### src/rtl/vtu_pkg.sv
// Shared types and helpers for the vertex transform unit: fixed-point type,
// FSM state encoding, the fixed-point 1.0 constant and a signed saturator.
package vtu_pkg;

   localparam int VTU_DATA_W = 16;
   localparam int VTU_FRAC   = 8;

   typedef logic signed [VTU_DATA_W-1:0] fx_t;

   localparam fx_t FX_ONE = fx_t'(32'sd1 <<< VTU_FRAC);

   typedef enum logic [2:0] {
      ST_IDLE  = 3'd0,
      ST_MUL   = 3'd1,
      ST_DIV_X = 3'd2,
      ST_DIV_Y = 3'd3,
      ST_DONE  = 3'd4
   } vtu_state_e;

   // Clamp a signed value into the range of a signed w-bit number.
   function automatic logic signed [63:0] sat(input logic signed [63:0] v, input int unsigned w);
      logic signed [63:0] hi;
      logic signed [63:0] lo;
      hi = (64'sd1 <<< (w - 32'd1)) - 64'sd1;
      lo = -(64'sd1 <<< (w - 32'd1));
      if (v > hi) begin
         sat = hi;
      end else if (v < lo) begin
         sat = lo;
      end else begin
         sat = v;
      end
   endfunction

endpackage

### src/rtl/vtu_divider.sv
// Unsigned restoring divider, one quotient bit per cycle. The first bit is
// produced in the start cycle, so a DIVD_W-bit quotient takes exactly DIVD_W
// cycles; 'done' and 'quotient_next' are valid together in the final cycle.
module vtu_divider
   import vtu_pkg::*;
#(
   parameter int DIVD_W = 24,
   parameter int DIVS_W = 16
) (
   input  logic              clk,
   input  logic              rst_n,
   input  logic              start,
   input  logic [DIVD_W-1:0] dividend,
   input  logic [DIVS_W-1:0] divisor,
   output logic              busy,
   output logic              done,
   output logic [DIVD_W-1:0] quotient_next
);

   localparam int CW = $clog2(DIVD_W + 1);

   logic              busy_q, busy_d;
   logic [CW-1:0]     cnt_q, cnt_d;
   logic [DIVS_W-1:0] rem_q, rem_d;
   logic [DIVS_W-1:0] dsr_q, dsr_d;
   logic [DIVD_W-1:0] dvd_q, dvd_d;
   logic [DIVD_W-1:0] quo_q, quo_d;

   logic              active_s;
   logic [CW-1:0]     cnt_in_s;
   logic [DIVS_W-1:0] rem_in_s, dsr_in_s, rem_nx_s;
   logic [DIVD_W-1:0] dvd_in_s, quo_in_s, quo_nx_s;
   logic [DIVS_W:0]   trial_s;
   logic              bit_s;
   logic              done_s;

   // One restoring step: start loads fresh operands, otherwise continue from state.
   always_comb begin
      active_s = start | busy_q;
      if (start) begin
         cnt_in_s = {CW{1'b0}};
         rem_in_s = {DIVS_W{1'b0}};
         dvd_in_s = dividend;
         quo_in_s = {DIVD_W{1'b0}};
         dsr_in_s = divisor;
      end else begin
         cnt_in_s = cnt_q;
         rem_in_s = rem_q;
         dvd_in_s = dvd_q;
         quo_in_s = quo_q;
         dsr_in_s = dsr_q;
      end
      trial_s = {rem_in_s, dvd_in_s[DIVD_W-1]};
      if (trial_s >= {1'b0, dsr_in_s}) begin
         bit_s    = 1'b1;
         rem_nx_s = DIVS_W'(trial_s - {1'b0, dsr_in_s});
      end else begin
         bit_s    = 1'b0;
         rem_nx_s = trial_s[DIVS_W-1:0];
      end
      quo_nx_s = {quo_in_s[DIVD_W-2:0], bit_s};
      done_s   = active_s && (cnt_in_s == CW'(DIVD_W - 1));

      if (active_s) begin
         busy_d = ~done_s;
         cnt_d  = cnt_in_s + CW'(1);
         rem_d  = rem_nx_s;
         dvd_d  = {dvd_in_s[DIVD_W-2:0], 1'b0};
         quo_d  = quo_nx_s;
         dsr_d  = dsr_in_s;
      end else begin
         busy_d = 1'b0;
         cnt_d  = cnt_q;
         rem_d  = rem_q;
         dvd_d  = dvd_q;
         quo_d  = quo_q;
         dsr_d  = dsr_q;
      end
   end

   // Divider state registers.
   always_ff @(posedge clk or negedge rst_n) begin
      if (!rst_n) begin
         busy_q <= 1'b0;
         cnt_q  <= {CW{1'b0}};
         rem_q  <= {DIVS_W{1'b0}};
         dsr_q  <= {DIVS_W{1'b0}};
         dvd_q  <= {DIVD_W{1'b0}};
         quo_q  <= {DIVD_W{1'b0}};
      end else begin
         busy_q <= busy_d;
         cnt_q  <= cnt_d;
         rem_q  <= rem_d;
         dsr_q  <= dsr_d;
         dvd_q  <= dvd_d;
         quo_q  <= quo_d;
      end
   end

   assign busy          = busy_q;
   assign done          = done_s;
   assign quotient_next = quo_nx_s;

endmodule

### src/rtl/vertex_transform_unit.sv
// Multi-cycle world-to-screen transform of a NUM_VERT vertex batch: one view
// matrix row per cycle (4 multipliers), then perspective divide of x and y
// by w on a shared restoring divider. Results are staged and published
// together one cycle after DONE entry. Optional viewport offset/flip is
// enabled by defining VTU_VIEWPORT_EN.
module vertex_transform_unit
   import vtu_pkg::*;
#(
   parameter int DATA_W   = VTU_DATA_W,
   parameter int FRAC     = VTU_FRAC,
   parameter int NUM_VERT = 4,
   parameter int SCREEN_W = 10
`ifdef VTU_VIEWPORT_EN
   , parameter int VP_X_OFF = 32'sd320
   , parameter int VP_Y_OFF = 32'sd240
`endif
) (
   input  logic                                         Clk,
   input  logic                                         Reset_n,
   input  logic                                         in_valid,
   output logic                                         in_ready,
   input  logic [NUM_VERT-1:0][2:0][DATA_W-1:0]         vertices,
   input  logic [15:0][DATA_W-1:0]                      vm,
   output logic                                         out_valid,
   input  logic                                         out_ready,
   output logic [NUM_VERT-1:0][1:0][SCREEN_W-1:0]       ss_vertices,
   output logic [NUM_VERT-1:0]                          clipped
);

   localparam int QW = DATA_W + FRAC;
   localparam int SW = 2 * DATA_W + 2;
   localparam int VW = (NUM_VERT > 1) ? $clog2(NUM_VERT) : 1;

   vtu_state_e                               state_q, state_d;
   logic [VW-1:0]                            vidx_q, vidx_d;
   logic [1:0]                               row_q, row_d;
   logic [NUM_VERT-1:0][2:0][DATA_W-1:0]     vert_q, vert_d;
   logic [15:0][DATA_W-1:0]                  vm_q, vm_d;
   logic signed [DATA_W-1:0]                 cs_x_q, cs_x_d, cs_y_q, cs_y_d, cs_w_q, cs_w_d;
   logic [NUM_VERT-1:0][1:0][SCREEN_W-1:0]   stg_ss_q, stg_ss_d, ss_q, ss_d;
   logic [NUM_VERT-1:0]                      stg_clip_q, stg_clip_d, clip_q, clip_d;
   logic                                     out_valid_q, out_valid_d, in_ready_q, in_ready_d;

   logic signed [DATA_W-1:0]   ws_s [4];
   logic signed [2*DATA_W-1:0] prod_s [4];
   logic signed [SW-1:0]       sum_s;
   logic signed [DATA_W-1:0]   row_val_s;

   logic signed [DATA_W-1:0]   div_a_s;
   logic                       a_neg_s;
   logic [DATA_W-1:0]          a_mag_s;
   logic                       div_start_s, div_busy_s, div_done_s;
   logic [QW-1:0]              div_q_next_s;
   logic signed [63:0]         q_mag_s, q_sgn_s, scr_pre_s;
   logic [SCREEN_W-1:0]        scr_s;
   logic                       clip_now_s;

   vtu_divider #(.DIVD_W(QW), .DIVS_W(DATA_W)) u_div (
      .clk           (Clk),
      .rst_n         (Reset_n),
      .start         (div_start_s),
      .dividend      ({a_mag_s, {FRAC{1'b0}}}),
      .divisor       ($unsigned(cs_w_q)),
      .busy          (div_busy_s),
      .done          (div_done_s),
      .quotient_next (div_q_next_s)
   );

   // Current matrix row times homogeneous vertex, rescaled and saturated.
   always_comb begin
      ws_s[0] = vert_q[vidx_q][0];
      ws_s[1] = vert_q[vidx_q][1];
      ws_s[2] = vert_q[vidx_q][2];
      ws_s[3] = DATA_W'(64'sd1 <<< FRAC);
      sum_s   = {SW{1'b0}};
      for (int c = 0; c < 4; c++) begin
         prod_s[c] = $signed(vm_q[{row_q, 2'(c)}]) * ws_s[c];
         sum_s     = sum_s + SW'(prod_s[c]);
      end
      row_val_s = DATA_W'(sat(64'(sum_s >>> FRAC), DATA_W));
   end

   // Divider operands and signed, optionally offset, screen coordinate.
   always_comb begin
      if (state_q == ST_DIV_Y) begin
         div_a_s = cs_y_q;
      end else begin
         div_a_s = cs_x_q;
      end
      a_neg_s = div_a_s[DATA_W-1];
      if (a_neg_s) begin
         a_mag_s = DATA_W'(~div_a_s) + DATA_W'(1'b1);
      end else begin
         a_mag_s = div_a_s;
      end
      div_start_s = ((state_q == ST_DIV_X) || (state_q == ST_DIV_Y)) && !div_busy_s;
      clip_now_s  = cs_w_q[DATA_W-1] || (cs_w_q == {DATA_W{1'b0}});
      q_mag_s     = 64'(div_q_next_s);
      if (a_neg_s) begin
         q_sgn_s = -q_mag_s;
      end else begin
         q_sgn_s = q_mag_s;
      end
`ifdef VTU_VIEWPORT_EN
      if (state_q == ST_DIV_Y) begin
         scr_pre_s = 64'(VP_Y_OFF) - q_sgn_s;
      end else begin
         scr_pre_s = q_sgn_s + 64'(VP_X_OFF);
      end
`else
      scr_pre_s = q_sgn_s;
`endif
      if (clip_now_s) begin
         scr_s = {SCREEN_W{1'b0}};
      end else begin
         scr_s = SCREEN_W'(sat(scr_pre_s, SCREEN_W));
      end
   end

   // Sequencing: accept, per-vertex MUL/DIV_X/DIV_Y, then publish and handshake.
   always_comb begin
      state_d     = state_q;
      vidx_d      = vidx_q;
      row_d       = row_q;
      vert_d      = vert_q;
      vm_d        = vm_q;
      cs_x_d      = cs_x_q;
      cs_y_d      = cs_y_q;
      cs_w_d      = cs_w_q;
      stg_ss_d    = stg_ss_q;
      stg_clip_d  = stg_clip_q;
      ss_d        = ss_q;
      clip_d      = clip_q;
      out_valid_d = out_valid_q;
      case (state_q)
         ST_IDLE: begin
            if (in_valid && in_ready_q) begin
               vert_d  = vertices;
               vm_d    = vm;
               vidx_d  = {VW{1'b0}};
               row_d   = 2'd0;
               state_d = ST_MUL;
            end else begin
               state_d = ST_IDLE;
            end
         end
         ST_MUL: begin
            case (row_q)
               2'd0:    cs_x_d = row_val_s;
               2'd1:    cs_y_d = row_val_s;
               2'd3:    cs_w_d = row_val_s;
               default: cs_x_d = cs_x_q;  // z row is not needed downstream
            endcase
            row_d = row_q + 2'd1;
            if (row_q == 2'd3) begin
               state_d = ST_DIV_X;
            end else begin
               state_d = ST_MUL;
            end
         end
         ST_DIV_X: begin
            if (div_done_s) begin
               stg_ss_d[vidx_q][0] = scr_s;
               state_d             = ST_DIV_Y;
            end else begin
               state_d = ST_DIV_X;
            end
         end
         ST_DIV_Y: begin
            if (div_done_s) begin
               stg_ss_d[vidx_q][1] = scr_s;
               stg_clip_d[vidx_q]  = clip_now_s;
               if (vidx_q == VW'(NUM_VERT - 1)) begin
                  state_d = ST_DONE;
               end else begin
                  vidx_d  = vidx_q + VW'(1);
                  row_d   = 2'd0;
                  state_d = ST_MUL;
               end
            end else begin
               state_d = ST_DIV_Y;
            end
         end
         ST_DONE: begin
            if (!out_valid_q) begin
               ss_d        = stg_ss_q;
               clip_d      = stg_clip_q;
               out_valid_d = 1'b1;
            end else if (out_ready) begin
               out_valid_d = 1'b0;
               state_d     = ST_IDLE;
            end else begin
               state_d = ST_DONE;
            end
         end
         default: begin
            state_d     = ST_IDLE;
            out_valid_d = 1'b0;
         end
      endcase
      in_ready_d = (state_d == ST_IDLE);
   end

   // All control and datapath registers of the unit.
   always_ff @(posedge Clk or negedge Reset_n) begin
      if (!Reset_n) begin
         state_q     <= ST_IDLE;
         vidx_q      <= {VW{1'b0}};
         row_q       <= 2'd0;
         vert_q      <= {(NUM_VERT*3*DATA_W){1'b0}};
         vm_q        <= {(16*DATA_W){1'b0}};
         cs_x_q      <= {DATA_W{1'b0}};
         cs_y_q      <= {DATA_W{1'b0}};
         cs_w_q      <= {DATA_W{1'b0}};
         stg_ss_q    <= {(NUM_VERT*2*SCREEN_W){1'b0}};
         stg_clip_q  <= {NUM_VERT{1'b0}};
         ss_q        <= {(NUM_VERT*2*SCREEN_W){1'b0}};
         clip_q      <= {NUM_VERT{1'b0}};
         out_valid_q <= 1'b0;
         in_ready_q  <= 1'b1;
      end else begin
         state_q     <= state_d;
         vidx_q      <= vidx_d;
         row_q       <= row_d;
         vert_q      <= vert_d;
         vm_q        <= vm_d;
         cs_x_q      <= cs_x_d;
         cs_y_q      <= cs_y_d;
         cs_w_q      <= cs_w_d;
         stg_ss_q    <= stg_ss_d;
         stg_clip_q  <= stg_clip_d;
         ss_q        <= ss_d;
         clip_q      <= clip_d;
         out_valid_q <= out_valid_d;
         in_ready_q  <= in_ready_d;
      end
   end

   assign in_ready    = in_ready_q;
   assign out_valid   = out_valid_q;
   assign ss_vertices = ss_q;
   assign clipped     = clip_q;

endmodule

### config.mk
export PLATFORM = sky130hd
export DESIGN_NAME = vertex_transform_unit
export DESIGN_NICKNAME = d
export VERILOG_FILES = /design/src/rtl/vtu_pkg.sv /design/src/rtl/vtu_divider.sv /design/src/rtl/vertex_transform_unit.sv
export SDC_FILE = /design/constraint.sdc
export NUM_CORES = 2
export LEC_CHECK = 0
export ABC_AREA = 1
export CORE_ASPECT_RATIO = 1.75
export CORE_MARGIN = 2
export CORE_UTILIZATION = 45
export CTS_BUF_LIST = sky130_fd_sc_hd__clkbuf_4
export DETAILED_ROUTE_END_ITERATION = 8
export MAX_ROUTING_LAYER = met4
export PLACE_DENSITY = 0.71
export SLEW_MARGIN = 15
export SYNTH_ARGS = -nofsm -noshare
export SYNTH_HDL_FRONTEND = slang
export SYNTH_SLANG_ARGS = --single-unit
### constraint.sdc
create_clock -name Clk -period 12.45 [get_ports Clk]
set_clock_uncertainty 0.05 [all_clocks]
set_input_delay 3.1125 -clock Clk [delete_from_list [all_inputs] [get_ports Clk]]
set_output_delay 3.1125 -clock Clk [all_outputs]
set_load 0.05 [all_outputs]
Word level (Yosys, flattened, before mapping)
Cells that the tools add are included.
{"block": "word_totals", "ff_bits": 757, "inputBits": 452, "out_inout_bits": 86, "elab_cells": 179}
{"block": "classes", "add_sub_neg": 9, "mul": 3, "magnitude_cmp": 11, "eq_ne": 12, "mux": 56, "bitwise_logic": 4, "reduce_logical": 24}
{"op": "$mux 16", "count": 11}
{"op": "$bwmux 80", "count": 2}
{"op": "$mux 80", "count": 2}
{"op": "$pmux 80 s2", "count": 1}
{"op": "$bmux 16 s2", "count": 4}
{"op": "$bmux 48 s2", "count": 1}
{"op": "$mul 16x16->32", "count": 3}
{"op": "$demux 20 s2", "count": 2}
{"op": "$gt 64x10->1 const B", "count": 1}
{"op": "$lt 64x10->1 const B", "count": 1}
{"op": "$mux 64", "count": 1}
{"op": "$neg 24->64", "count": 1}
{"op": "$mux 48", "count": 1}
{"op": "$mux 10", "count": 4}
{"op": "$add 33x32->34", "count": 1}
{"op": "$add 34x24->34", "count": 1}
{"op": "$add 32x32->33", "count": 1}
{"op": "$gt 26x16->1 const B", "count": 1}
{"op": "$lt 26x16->1 const B", "count": 1}
{"op": "$mux 24", "count": 1}
{"op": "$mux 23", "count": 1}
{"op": "$lt 4x5->1 const B", "count": 4}
{"op": "$mux 20", "count": 1}
{"op": "$ge 17x16->1", "count": 1}
{"op": "38 further kinds", "count": 71}

Logic depth before layout (Yosys ltp)
{"block": "logic_depth", "depth_word": 17, "ltp_mapped": 47}

Modules after synthesis
A second synthesis with hierarchy kept.
{"block": "hier_totals", "cells_unflattened": 6849, "hier_area_um2": 64982.3}
{"mod": "vertex_transform_unit", "n_inst": 1, "cells_per_inst": 6167, "area_per_inst_um2": 60040.1, "seq_area_each_um2": 16842.4}
{"mod": "vtu_divider", "n_inst": 1, "cells_per_inst": 682, "area_per_inst_um2": 4942.2, "seq_area_each_um2": 2102.0}

Least setup slack after synthesis
Ideal clock, no wire load.
{"block": "synth_timing", "path_kind": "register to register", "from": "reg row_q[0]", "to": "reg cs_w_q[10]", "setup_ps": 117, "t_arrival_ps": 9585, "required_time_ps": 12283, "setup_slack_ps": 2697, "stages_incl_launch_ff": 42, "period_less_slack_ps": 9753, "cell_sequence": "dfrtp_1 inv_1 clkbuf_1 clkbuf_1 nand2_1 a32oi_1 inv_1 buf_1 nor2_1 inv_1 fa_1 fa_1 inv_1 fa_1 fa_1 inv_1 fa_1 inv_1 (+6 left out) ha_1 nand2_1 nor2_1 inv_1 nor2_1 and3_1 nand2_1 nand2_1 nand3_1 o211ai_1 nor2_1 nor2_1 inv_1 nand2_2 buf_6 nand2_2 nand2_1 nand2_1"}
{"block": "synth_via", "elab_chain_cells": 9, "word_cells_on_any_way": 20}
{"item": "start: declaration", "line": "vertex_transform_unit.sv:36", "source": "logic [1:0] row_q, row_d;"}
{"item": "start signal: assignment", "line": "vertex_transform_unit.sv:224", "source": "row_q <= row_d;"}
{"item": "$bmux 16 s2", "line": "vertex_transform_unit.sv:77", "source": "prod_s[c] = $signed(vm_q[{row_q, 2'(c)}]) * ws_s[c];"}
{"item": "$mux 16 (implied by the code)", "line": "vertex_transform_unit.sv:77"}
{"item": "$mul 16x16->32", "line": "vertex_transform_unit.sv:77"}
{"item": "$add 32x32->33", "line": "vertex_transform_unit.sv:78", "source": "sum_s = sum_s + SW'(prod_s[c]);"}
{"item": "$add 33x32->34", "line": "vertex_transform_unit.sv:78"}
{"item": "$add 34x24->34", "line": "vertex_transform_unit.sv:78"}
{"item": "$lt 26x16->1", "line": "vtu_pkg.sv:28", "source": "end else if (v < lo) begin"}
{"item": "$mux 16", "line": "vtu_pkg.sv:28"}
{"item": "$mux 16", "line": "vtu_pkg.sv:26", "source": "if (v > hi) begin"}
{"item": "end signal: assignment", "line": "vertex_transform_unit.sv:214", "source": "cs_w_q <= {DATA_W{1'b0}};"}
{"item": "end signal: assignment", "line": "vertex_transform_unit.sv:229", "source": "cs_w_q <= cs_w_d;"}
{"item": "end: declaration", "line": "vertex_transform_unit.sv:39", "source": "logic signed [DATA_W-1:0] cs_x_q, cs_x_d, cs_y_q, cs_y_d, cs_w_q, cs_w_d;"}
Several ways; a longest one is shown, not always the timed one. The select of a mux whose other input is x is not followed.
A chain may end at the register's enable or synchronous reset.

Final worst setup path
{"block": "layout_timing", "from": "reg vidx_q[1]", "to": "reg cs_y_q[2]"}
{"block": "layout_via", "elab_chain_cells": 9, "word_cells_on_any_way": 12}
{"item": "start: declaration", "line": "vertex_transform_unit.sv:35", "source": "logic [VW-1:0] vidx_q, vidx_d;"}
{"item": "start signal: assignment", "line": "vertex_transform_unit.sv:208", "source": "vidx_q <= {VW{1'b0}};"}
{"item": "start signal: assignment", "line": "vertex_transform_unit.sv:223", "source": "vidx_q <= vidx_d;"}
{"item": "$bmux 48 s2 (*)", "line": "vertex_transform_unit.sv:71, vertex_transform_unit.sv:72, vertex_transform_unit.sv:73"}
{"item": "$mux 48 (implied by the code) (*)", "line": "vertex_transform_unit.sv:73", "source": "ws_s[2] = vert_q[vidx_q][2];"}
{"item": "$mul 16x16->32", "line": "vertex_transform_unit.sv:77"}
{"item": "$add 32x32->33", "line": "vertex_transform_unit.sv:78"}
{"item": "$add 33x32->34 (*)", "line": "vertex_transform_unit.sv:78"}
{"item": "$add 34x24->34 (*)", "line": "vertex_transform_unit.sv:78"}
{"item": "$lt 26x16->1", "line": "vtu_pkg.sv:28"}
{"item": "$mux 16", "line": "vtu_pkg.sv:28"}
{"item": "$mux 16 (*)", "line": "vtu_pkg.sv:26"}
{"item": "end signal: assignment", "line": "vertex_transform_unit.sv:213", "source": "cs_y_q <= {DATA_W{1'b0}};"}
{"item": "end signal: assignment", "line": "vertex_transform_unit.sv:228", "source": "cs_y_q <= cs_y_d;"}
{"item": "end: declaration", "line": "vertex_transform_unit.sv:39"}
Every way passes the cells marked *; elsewhere a longest branch is shown, timed or not. The select of a mux whose other input is x is not followed.

==> flow_summary.toml <==
[timing]
clock.fmax_ghz = 0.08871
fin_crit_sh_pct = 90.54
rsz0062_at_grt = "no"
hold_viol_final = 0
relSlewSlack_pct = 12.96
setup_tns_ns = 0
finalCriticalPeriod_ns = 11.27
slew_violations = 0
tightest_slew_ns = 1.306
setup_viol = 0

[clock_tree]
ctsResizeCount = 0
clkSinkCount = 749
cts_inserted_buffers = 178
worstSkewPairLatency_ns = 1.20
clock_path_buffers = 3
cts_tree = "yes"
ctsHoldBuffers = 0
cts-root-buf = "clkbuf_4"
post_cts_buffers = 0
cts.clk_slew.worst_paths_ns = 0.08
htreeDepth = 4

[worst_setup_path]
startpoint_type = "flop"
crit_fanout = 42
slowest_stage = "a32oi_1"
required_ns = 13.42
crit_arrival_ns = 12.24
worstSetupPathType = "flop to flop"
ff2ff_path_depth = 37
cpPeakStageDelay_ns = 1.07
critPathCaptureType = "flop"
rrSetupSlack_ns = 1.18
rr_startpoint = "vidx_q[1]"
r2r-end = "cs_y_q[2]"

[placement]
routabilityCongestion = 0.9906
hpwl_um = 180100
dp_cells = 9959
place_area_um2 = 72370
portBuffers = 537

[run_status]
status = "complete, no violations"

[logic_synthesis]
yosys.area_share.simple_pct = 20.38
synth_flop_cell = "dfrtp_1"
synth_top_family_by_area = "adder cells"
synth_nets = 9310
synth.area.mux_share_pct = 0.1884
netlist_instances = 7695
syn_area_um2 = 64440
synth_area_per_cell_um2 = 8.374
ys_async_sr_fraction_pct = 100.0
synth_cell_types = 60
seq_area_frac_synth_pct = 29.09
synth_compound_area_share_pct = 5.827
yosys_warnings = 0
synth_seq_cells = 749
synth_adder_area_share_pct = 33.63
synth_xor_area_share_pct = 0.9651
synth_edf_count = 0

[floorplanning]
initial_core_util_pct = 45.32
die_h_um = 504.6
fp.dieW_um = 290.0
dieArea_um2 = 146400
rows = 183
io_pins = 538
core-area_um2 = 142200

[routing]
firstDrtPassIters = 7
dr_wl_met3_um = 10670
wire_per_inst_um = 21.57
highest_layer = "met4"
drt_iter0_drc = 3687
drc = 0
vias = 53450
wl_met2_um = 114100
routed_via_density = 5.203
final_antenna_net_count = 0
routed_wirelength_um = 221600
wl_met1_um = 75280

[flow_run]
maxCapViolCount = 0

[global_routing]
grt_start_max_net_pins = 204
grt-ovfl-total = 0
antenna_found_initial = 14
grt_usage_pct = 31.94
grt_pass1_wl_um = 340300
grt_pass1_vias = 57570

[finish]
fin_util_pct = 52.51
drive_gt1_share_pct = 6.381
fin_nets = 9904
finalInstanceArea_um2 = 74670
syn2layout_area_growth_pct = 15.88
fin_cells = 10270

[min_path]
worstHoldEndpoint = "cs_x_q[6]"
hold_start = "cs_x_q[6]"
whs_path_depth = 2
min_path_type = "flop to flop"
-- worst max-delay path by stage --
stage / end / slack (ns) / from / cells after the start
finish: cs_y_q[2] / 1.18 / vidx_q[1] / 37
global route: cs_w_q[2] / 0.38 / row_q[0] / 38
CTS: cs_y_q[2] / 1.08 / row_q[0] / 33
detailed placement: cs_x_q[0] / 1.11 / vidx_q[1] / 33
global placement: cs_x_q[4] / 1.01 / vidx_q[1] / 33
floorplan: cs_w_q[10] / 2.70 / row_q[0] / 41
-- through the flow --
stage | worst slack [ns] | hold slack [ns]
finish | 1.178 | 0.4234
global route | 0.3796 | 0.4457
CTS | 1.077 | 0.4256
detailed placement | 1.115 | 0.4084
global placement | 1.014 | 0.4083
floorplan | 2.697 | 0.3914
-- state kept, by name (all words and copies together), names as in the netlist, 2 cells and up --
name and flops:
cs_y_q 16, state_q 3, u_div.cnt_q 5, ss_vertices 80
u_div.dsr_q 16, cs_x_q 16, stg_clip_q 4, u_div.rem_q 16
vert_q 192, u_div.quo_q 23, stg_ss_q 80, cs_w_q 16
vidx_q 2, u_div.dvd_q 15, row_q 2, vm_q 256
clipped 4
-- synthesized netlist by cell type (5+ instances only) --
| library cell | n | area [µm²] |
|---|---|---|
| buf_1 | 39 | 146.4 |
| nor4_1 | 7 | 43.79 |
| nand2_4 | 10 | 112.6 |
| o22ai_1 | 26 | 162.7 |
| o21ai_0 | 219 | 1096 |
| fa_1 | 948 | 18980 |
| inv_2 | 12 | 45.04 |
| nand2_1 | 2652 | 9955 |
| clkbuf_1 | 235 | 882.1 |
| nor2_1 | 539 | 2023 |
| a31oi_1 | 16 | 100.1 |
| xnor2_1 | 26 | 227.7 |
| o21ai_1 | 10 | 50.05 |
| ha_1 | 215 | 2690 |
| buf_2 | 8 | 40.04 |
| nand4_1 | 18 | 112.6 |
| and3_1 | 5 | 31.28 |
| mux2i_1 | 11 | 110.1 |
| nor3_1 | 13 | 65.06 |
| a32oi_1 | 92 | 805.8 |
| nor2_2 | 13 | 81.33 |
| dfrtp_1 | 748 | 18720 |
| or2_2 | 28 | 175.2 |
| clkinv_1 | 26 | 97.59 |
| nand2_2 | 23 | 143.9 |
| o211ai_1 | 14 | 105.1 |
| xor2_1 | 45 | 394.1 |
| a32o_1 | 13 | 130.1 |
| nand3_1 | 57 | 285.3 |
| a21oi_1 | 214 | 1071 |
| inv_1 | 1368 | 5135 |
| a21o_1 | 8 | 60.06 |
-- logic make-up after synthesis --
logic type / count (synthesis)
XOR/XNOR: 71
flip-flops: 749
AO/OA/AOI/OAI: 630
AND/OR/NAND/NOR: 3377
buffers and inverters: 1693
adder cells (fa/ha/maj): 1163
multiplexers: 12
-- worst max-delay path: cells and delay by family, from the launching register on --
family	cells	cell delay, ns
adder cells (fa/ha/maj)	10	5.17
AND/OR/NAND/NOR	16	2.44
AO/OA/AOI/OAI	1	1.07
flip-flops	1	0.54
buffers and inverters	10	1.85
-- layer usage --
metal  up-vias  global-route usage, %
li1      24180                      -
met1     26620                  32.52
met2      1985                  55.44
met3       666                  3.987
met4         0                  25.57
met5         -                      -
-- area by class of cell --
| type | instances | area (µm²) |
|---|---|---|
| timing repair buffer | 701 | 6686 |
| clock buffer | 248 | 1862 |
| multi-input combinational | 5253 | 39330 |
| inverter | 1406 | 5293 |
| clock inverter | 58 | 411.6 |
| fill | 13480 | 67520 |
| tap | 1850 | 2315 |
| antenna | 8 | 20.02 |
| sequential | 749 | 18750 |
-- layout by cell type (no fill, tap or decap), drive strengths merged, types with 2 or more instances in the layout --
cell,count
nor2,552
o31ai,2
fa,948
o21ai,230
o21bai,3
a32o,13
clkinv,76
nand3,59
a31oi,16
nand4,18
dfrtp,748
buf,165
a21boi,2
or2,29
a21oi,214
o2111ai,2
clkbuf,248
o211ai,14
nor4,7
xnor2,26
nand3b,3
and3,5
diode,8
inv,1385
a32oi,93
o22ai,26
xor2,45
mux2i,11
bufinv,2
ha,215
clkdlybuf4s50,536
a21o,8
and2,2
nand2,2685
nor3,15
Power is left out: the tool's default activity adds up to more than one toggle a clock period on the data nets, which glitch-free logic cannot reach.
==> edit, RTL diff (same settings) <==
Set the package constant `VTU_FRAC` to 32 (it was 8).
--- a/src/rtl/vtu_pkg.sv
+++ b/src/rtl/vtu_pkg.sv
@@ -4,5 +4,5 @@
 
    localparam int VTU_DATA_W = 16;
-   localparam int VTU_FRAC   = 8;
+   localparam int VTU_FRAC   = 32;
 
    typedef logic signed [VTU_DATA_W-1:0] fx_t;
Check against the original RTL: no difference found for any inputs over 4 cycles, from zero or initial values and one cycle with Reset_n low; that may be too few to reach the edited logic, so the function may still have changed.
==> edit against the unedited design <==
Worst hold slack got worse by 0.027 ns. Area after synthesis fell by 6.2%. Setup slack got worse by 0.078 ns. Wire length fell by 5.5%. Non-clock buffer count fell by 84. Cell area fell by 6.8%. Sequential cell count fell by 78.
Power is left out: the tool's default activity adds up to more than one toggle a clock period on the data nets, which glitch-free logic cannot reach.
==> edit: results (changes against the unedited design) <==
| Metric | Value |
|---|---|
| CTS H-tree depth | 4 (unchanged) |
| Crit path DAT | 12.23 ns (was 12.24 ns) |
| Slowest-stage cell, CP | inv_2 (was a32oi_1) |
| CTS max path bufs | 3 (unchanged) |
| Largest net degree at the start of global routing | 210 (was 204) |
| Synth area leaders | fa_1, dfrtp_1, nand2_1, inv_1, ha_1 (unchanged) |
| Final nets | 9138 (was 9904) |
| First-pass GRT wire length | 317.9 mm (was 340.3 mm) |
| Vias per cell | 5.261 (was 5.203) |
| Total Routed Length | 209.4 mm (was 221.6 mm) |
| DP Area | 0.06754 mm2 (was 0.07237 mm2) |
| Vias in the first global route | 53640 (was 57570) |
| Flop2flop setup slack | 1.10 ns (was 1.18 ns) |
| Crit-path max FO | 41 (was 42) |
| Worst Max-Slew Pin Slew | 1.187 ns (was 1.306 ns) |
| Worst-skew pair later-pin latency | 1.17 ns (was 1.20 ns) |
| Root Driver | clkbuf_4 (unchanged) |
| IO Port Bufs | 473 (was 537) |
| Status | complete, no violations (unchanged) |
| Dpl hpwl | 166.1 mm (was 180.1 mm) |
| Netlist cell types | 56 (was 60) |
| Num CTS Buffers | 157 (was 178) |
| Worst path max stage delay | 0.79 ns (was 1.07 ns) |
| DR iter-0 viols | 3379 (was 3687) |
| Period utilization | 91.17% (was 90.54%) |
| Synth Net Count | 8648 (was 9310) |
| Drt first pass iters | 5 (was 7) |
| Share of post-route cells with drive strength above 1 | 7.310% (was 6.381%) |
| Antenna violations before repair | 17 (was 14) |
| Top Registers | vert_q (192), vm_q (192) (was vm_q (256), vert_q (192)) |
| GRT Resource Usage Total | 32.66% (was 31.94%) |
| Dpl ws | 1.511 ns (was 1.115 ns) |
| Gpl congestion | 1.093 (was 0.9906) |
| Top cells by count, synth | nand2_1, inv_1, fa_1, dfrtp_1, nor2_1 (unchanged) |
| Hold Path Class | flop to flop (unchanged) |
| Seq/Total Area, Yosys | 27.79% (was 29.09%) |
==> edit: kinds of logic (layout without fill, tap and decap cells) <==
kind of cell,count (synthesis),in the layout,share of synthesized area (%)
AOI/OAI and AO/OA,521,521,5.354
xor gates and xnor gates,47,47,0.6812
adders and majority gates,1156,1156,35.51
buffers and inverters,1587,2194,9.963
DFF,671,671,27.79
muxes,86,86,1.598
other,0,22,0
and+or+nand+nor,2972,2972,19.11
==> edit: area by class of cell <==
| type | instances | area [um2] |
|---|---|---|
| inverters | 1301 | 4897 |
| flip-flops and latches | 671 | 16800 |
| diodes | 22 | 55.05 |
| multi-input cells | 4782 | 37700 |
| well taps | 1790 | 2240 |
| fillers | 12510 | 63490 |
| repair buffers | 617 | 5908 |
| clock buffers | 223 | 1674 |
| clock inverters | 53 | 330.3 |
==> edit: per-layer routing <==
layer  vias up  GRT usage, %  wire [um]
li1      22110             -          -
met1     24480         30.99      65380
met2      2247         54.37     105100
met3       926         6.723      13860
met4         0         31.83      25130
met5         -             -          0
==> edit: final timing paths <==
kind / start / end / depth (start not counted)
max in group asynchronous: Reset_n / u_div.dsr_q[1] / 3
min in group asynchronous: Reset_n / vert_q[183] / 1
max: vidx_q[0] / cs_w_q[15] / 28
min: stg_ss_q[39] / ss_vertices[39] / 1
max reg2reg: vidx_q[0] / cs_w_q[15] / 28
min reg2reg: stg_ss_q[39] / ss_vertices[39] / 1
==> edit: per-stage QoR <==
| step | hold WS, ns | instances |
|---|---|---|
| after global routing | 0.4106 | 9457 |
| after detailed placement | 0.4148 | 9161 |
| final | 0.3968 | 9459 |
| after floorplan | 0.3921 | 7040 |
| after CTS | 0.3876 | 9437 |
| after global placement | 0.4080 | 9161 |
